`src/rtl/iq_power_meter.sv`:
```
// I/Q power meter: three-stage pipeline (squares, sum, windowed accumulate)
// producing the mean of I^2+Q^2 over 2^window_log2_i accepted samples.
module iq_power_meter #(
  parameter int DATA_WIDTH = 16,
  parameter int MAX_LOG2   = 10
) (
  input  logic                               clk_i,
  input  logic                               rstn_i,
  input  logic                               en_i,
  input  logic                               clear_i,
  input  logic [$clog2(MAX_LOG2+1)-1:0]      window_log2_i,
  input  logic                               tvalid_i,
  input  logic [1:0][DATA_WIDTH-1:0]         tdata_i,
  output logic                               tvalid_o,
  output logic [2*DATA_WIDTH-1:0]            tdata_o
);

  localparam int PW = 2 * DATA_WIDTH;
  localparam int AW = PW + MAX_LOG2;
  localparam int LW = $clog2(MAX_LOG2 + 1);
  localparam int CW = MAX_LOG2 + 1;

  // input side: window tracking
  logic [CW-1:0]        r_cnt;
  logic [LW-1:0]        r_log2;
  logic [LW-1:0]        w_log2_clamp;
  logic [LW-1:0]        w_log2_eff;
  logic [CW-1:0]        w_cnt_max;
  logic                 w_last;
  logic                 w_accept;

  // pipeline
  logic signed [PW-1:0] w_i_ext;
  logic signed [PW-1:0] w_q_ext;
  logic [PW-1:0]        w_ii;
  logic [PW-1:0]        w_qq;
  logic [PW-1:0]        r_ii;
  logic [PW-1:0]        r_qq;
  logic                 r_v1;
  logic                 r_last1;
  logic [LW-1:0]        r_sh1;
  logic [PW-1:0]        r_p;
  logic                 r_v2;
  logic                 r_last2;
  logic [LW-1:0]        r_sh2;
  logic [AW-1:0]        r_acc;
  logic [AW-1:0]        w_sum;
  logic                 r_tvalid_o;
  logic [PW-1:0]        r_tdata_o;

  assign w_log2_clamp = (window_log2_i > LW'(MAX_LOG2)) ? LW'(MAX_LOG2) : window_log2_i;
  // The first sample of a window uses the live setting; later ones the captured copy.
  assign w_log2_eff   = (r_cnt == '0) ? w_log2_clamp : r_log2;
  assign w_cnt_max    = (CW'(1) << w_log2_eff) - CW'(1);
  assign w_last       = (r_cnt == w_cnt_max);
  assign w_accept     = en_i & ~clear_i & tvalid_i;

  always_ff @(posedge clk_i or negedge rstn_i) begin
    if (!rstn_i) begin
      r_cnt  <= '0;
      r_log2 <= '0;
    end else if (en_i) begin
      if (clear_i) begin
        r_cnt <= '0;
      end else if (tvalid_i) begin
        if (r_cnt == '0) r_log2 <= w_log2_clamp;
        r_cnt <= w_last ? '0 : r_cnt + CW'(1);
      end
    end
  end

  // Sign-extend first so the full-width product is exact and non-negative.
  assign w_i_ext = PW'($signed(tdata_i[0]));
  assign w_q_ext = PW'($signed(tdata_i[1]));
  assign w_ii    = $unsigned(w_i_ext * w_i_ext);
  assign w_qq    = $unsigned(w_q_ext * w_q_ext);

  always_ff @(posedge clk_i or negedge rstn_i) begin
    if (!rstn_i) begin
      r_v1    <= 1'b0;
      r_ii    <= '0;
      r_qq    <= '0;
      r_last1 <= 1'b0;
      r_sh1   <= '0;
    end else if (en_i) begin
      r_v1 <= w_accept;
      if (w_accept) begin
        r_ii    <= w_ii;
        r_qq    <= w_qq;
        r_last1 <= w_last;
        r_sh1   <= w_log2_eff;
      end
    end
  end

  always_ff @(posedge clk_i or negedge rstn_i) begin
    if (!rstn_i) begin
      r_v2    <= 1'b0;
      r_p     <= '0;
      r_last2 <= 1'b0;
      r_sh2   <= '0;
    end else if (en_i) begin
      r_v2 <= r_v1 & ~clear_i;
      if (r_v1 && !clear_i) begin
        r_p     <= r_ii + r_qq;
        r_last2 <= r_last1;
        r_sh2   <= r_sh1;
      end
    end
  end

  assign w_sum = r_acc + AW'(r_p);

  always_ff @(posedge clk_i or negedge rstn_i) begin
    if (!rstn_i) begin
      r_acc      <= '0;
      r_tvalid_o <= 1'b0;
      r_tdata_o  <= '0;
    end else if (en_i) begin
      r_tvalid_o <= 1'b0;
      if (clear_i) begin
        r_acc <= '0;
      end else if (r_v2) begin
        if (r_last2) begin
          r_tdata_o  <= PW'(w_sum >> r_sh2);
          r_tvalid_o <= 1'b1;
          r_acc      <= '0;
        end else begin
          r_acc <= w_sum;
        end
      end
    end
  end

  // A pulse frozen by en_i low is shown once enable returns; clear suppresses it.
  assign tvalid_o = r_tvalid_o & en_i & ~clear_i;
  assign tdata_o  = r_tdata_o;

endmodule

```
`config.mk`:
```
export PLATFORM = sky130hd
export DESIGN_NAME = iq_power_meter
export DESIGN_NICKNAME = d
export VERILOG_FILES = /design/src/rtl/iq_power_meter.sv
export SDC_FILE = /design/constraint.sdc
export NUM_CORES = 2
export LEC_CHECK = 0
export BUFFER_PORTS_ARGS = -buffer_cell sky130_fd_sc_hd__buf_4
export CAP_MARGIN = 0
export CORE_UTILIZATION = 40
export CTS_BUF_LIST = sky130_fd_sc_hd__clkbuf_4
export CTS_CLUSTER_DIAMETER = 200
export CTS_CLUSTER_SIZE = 24
export DETAILED_ROUTE_END_ITERATION = 10
export PLACE_DENSITY_LB_ADDON = 0.05
export SLEW_MARGIN = 20
export SYNTH_ARGS = -nofsm -noshare
export SYNTH_HDL_FRONTEND = slang
export SYNTH_SLANG_ARGS = --single-unit
```
`constraint.sdc`:
```
create_clock -name clk_i -period 4 [get_ports clk_i]
set_clock_uncertainty 0.2 [all_clocks]
set_input_delay 0.4 -clock clk_i [delete_from_list [all_inputs] [get_ports clk_i]]
set_output_delay 0.4 -clock clk_i [all_outputs]
set_load 0.05 [all_outputs]
```
==> flow_summary.json <==
{
  "status": "complete, but fails checks",
  "violations": "negative setup slack",
  "synth_top_family_by_area": "adder cells",
  "finalNonFillerCells": 4982,
  "drv_slew": 0,
  "routed_via_density": 5.00,
  "rows": 101,
  "regToRegSetupSlack_ns": -0.14,
  "synth_xor_area_share_pct": 4.80,
  "synth_compound_area_share_pct": 13.0,
  "worst_setup_path_end_kind": "flip-flop",
  "arrival_ns": 6.05,
  "yosys-top-cells-area": "fa_1 (31%), dfrtp_1 (16%), ha_1 (10%), inv_1 (8.1%), nand2_1 (4.6%)",
  "gp_congestion": 0.858,
  "syn2layout_area_growth_pct": 29.3,
  "max_freq_mhz": 179,
  "netlist.area_leader.share_pct": 30.5,
  "ys.flop_type": "dfrtp_1",
  "drv_cap": 0,
  "overflow": 0,
  "syn_area_um2": 30700,
  "synthMuxAreaShare_pct": 3.25,
  "die_y_um": 279,
  "whs_path_depth": 6,
  "grt_start_max_net_pins": 79,
  "setup_tns_ns": -45.86,
  "synthAdderAreaFrac_pct": 40.6,
  "totalWireLength_um": 82300,
  "grt_pass1_vias": 27095,
  "place_inst": 4870,
  "wl_per_cell_um": 16.5,
  "synthCells": 3385,
  "dp_hpwl_um": 68600,
  "drtAntennaViolNets": 0,
  "dieArea_um2": 77800,
  "cts_tree": "done",
  "required_ns": 4.45,
  "drive_gt1_share_pct": 29.4,
  "yosysSeqAreaShare_pct": 16.0,
  "io_pins": 74,
  "hold_viol_final": 0,
  "utilization_pct": 52.2,
  "cts_max_level": 4,
  "hp-class": "in2reg",
  "path_clk_slew_ns": 0.20,
  "hp-start": "window_log2_i[1]",
  "reg2reg_from": "r_cnt[1]$_DFFE_PN0P_",
  "slew_headroom_pct": 19.0,
  "synth_simple_gate_area_share_pct": 12.4,
  "cp_max_fo": 5,
  "syn_area_per_cell_um2": 9.06,
  "vias": 24900,
  "ys_ff_latch": 196,
  "n_fill_cell": 7154,
  "r2r-end": "r_cnt[9]$_DFFE_PN0P_",
  "insertion_delay_ns": 0.77,
  "fin_ws_ns": -1.60,
  "path_class": "in2reg",
  "crit_slowest_cell": "fa_1",
  "grtUsageTotal_pct": 21.9,
  "setup_viol": 57,
  "crit_top_cell": "fa_1",
  "worst_slew_pin_slew_ns": 1.21,
  "cts_made_buffers": 17,
  "synth_largest_area_cell": "fa_1",
  "fp.dieW_um": 279,
  "grt_pass1_wl_um": 137000,
  "yosysWarnings": 0,
  "cts-root-buf": "clkbuf_4",
  "async_flop_share_pct": 100,
  "slowest_delay_ns": 0.55,
  "clockBufferDepth": 2,
  "whs_endpoint": "r_sh1[0]$_DFFE_PN0P_",
  "dr.pass1.iters": 6,
  "synth_cell_types": 97,
  "start_util_pct": 40.4,
  "remaining_drc_errors": 0,
  "period_needed_ns": 5.60,
  "fin_crit_sh_pct": 140,
  "reg2reg_depth": 18,
  "clock_sinks": 196,
  "synth_edf_count": 0,
  "io_buffers": 73,
  "core_um2": 75900,
  "drt-initial-drc-count": 1009,
  "cp-start-kind": "input pin",
  "rsz0062_at_grt": "true",
  "nNetsFinal": 4691,
  "antenna_found_initial": 2,
  "synth_nets": 4141
}
cell type report:
| type | instances | area [um2] | share of cell area, % |
|---|---|---|---|
| Clock inverter | 15 | 208 | 0.524 |
| Antenna cell | 4 | 10.0 | 0.0252 |
| Clock buffer | 17 | 128 | 0.322 |
| Tap cell | 1030 | 1290 | 3.25 |
| Inverter | 667 | 2520 | 6.35 |
| Timing Repair Buffer | 671 | 5730 | 14.5 |
| Multi-Input combinational cell | 2382 | 24900 | 62.7 |
| Sequential cell | 196 | 4900 | 12.4 |
kinds of logic (layout without fill, tap and decap cells):
| group | Yosys count | count (layout) |
|---|---|---|
| AND/OR/NAND/NOR | 816 | 816 |
| buffers and inverters | 807 | 1370 |
| adder cells (fa/ha/maj) | 715 | 715 |
| AO/OA/AOI/OAI | 604 | 604 |
| flip-flops | 196 | 196 |
| XOR/XNOR | 168 | 168 |
| multiplexers | 79 | 79 |
| other | 0 | 4 |
state kept, by name, summed over array words and instances, names as in the netlist:
signal      flops
r_tvalid_o      1
r_p            32
r_ii           31
r_log2          4
tdata_o        32
r_last1         1
r_qq           31
r_cnt          11
r_v2            1
r_sh2           4
r_acc          42
r_last2         1
r_sh1           4
r_v1            1
worst max-delay path by stage:
| stage | startpoint | endpoint | slack (ns) | cells past startpoint |
|---|---|---|---|---|
| after floorplan | tdata_i[5] | r_ii[31]$_DFFE_PN0P_ | -2.23 | 26 |
| after global placement | tdata_i[2] | r_ii[31]$_DFFE_PN0P_ | -2.67 | 24 |
| after detailed placement | tdata_i[2] | r_ii[31]$_DFFE_PN0P_ | -2.66 | 24 |
| after CTS | tdata_i[4] | r_ii[31]$_DFFE_PN0P_ | -1.53 | 24 |
| after global routing | tdata_i[15] | r_ii[30]$_DFFE_PN0P_ | -1.79 | 27 |
| final | tdata_i[15] | r_ii[31]$_DFFE_PN0P_ | -1.60 | 26 |
cell usage after synthesis, drive strengths merged, types with 18 or more instances:
cell	instances
inv	665
fa	468
nand2	379
ha	247
dfrtp	196
o21ai	192
nor2	162
a21oi	129
clkbuf	119
xnor2	105
and2	90
xor2	63
a21o	51
mux2i	43
nand3	39
a211oi	32
and3	29
nand2b	28
a22o	26
mux2	23
buf	21
o31ai	20
o21a	19
nor3	18
per-stage QoR:
| stage | hold slack, ns | worst slack (ns) | area, um2 |
|---|---|---|---|
| floorplan | -0.0956 | -2.23 | 31500 |
| finish | 0.0783 | -1.60 | 39700 |
| global route | 0.0727 | -1.79 | 39700 |
| detailed placement | 0.266 | -2.66 | 36500 |
| CTS | 0.0126 | -1.53 | 38100 |
| global placement | 0.262 | -2.67 | 36500 |
placed cells by master, fill, tap and decap left out, drive strengths merged, types with 105 or more instances in the layout:
cell type,netlist,layout
nand2,379,379
buf,21,658
inv,665,670
dfrtp,196,196
xnor2,105,105
fa,468,468
o21ai,192,192
nor2,162,162
a21oi,129,129
ha,247,247
what timing repair did:
action / in CTS / in global routing
pin swaps: 168 / 191
gates resized for setup: 236 / 277
setup endpoints to repair: 90 / 96
endpoints found under the hold margin: 155 / 0
setup buffers: 30 / 40
gates cloned: 2 / 2
hold buffers: 10 / 0
per-layer routing:
layer / GRT usage, % / wire length (um) / share of wire [%]
met5: 0 / 0 / 0
met2: 39.5 / 42100 / 51
met1: 28.2 / 36500 / 44
met3: 1.70 / 1710 / 2.1
met4: 5.87 / 1950 / 2.4
critical path, delay by kind of cell:
family / cells / cell delay, ns
fa+ha+maj: 7 / 3.01
compound gates: 8 / 1.48
simple gates: 4 / 0.59
buf+inv: 6 / 0.46
xor+xnor: 1 / 0.10
Power is left out: the tool's default activity adds up to more than one toggle a clock period on the data nets, which glitch-free logic cannot reach.
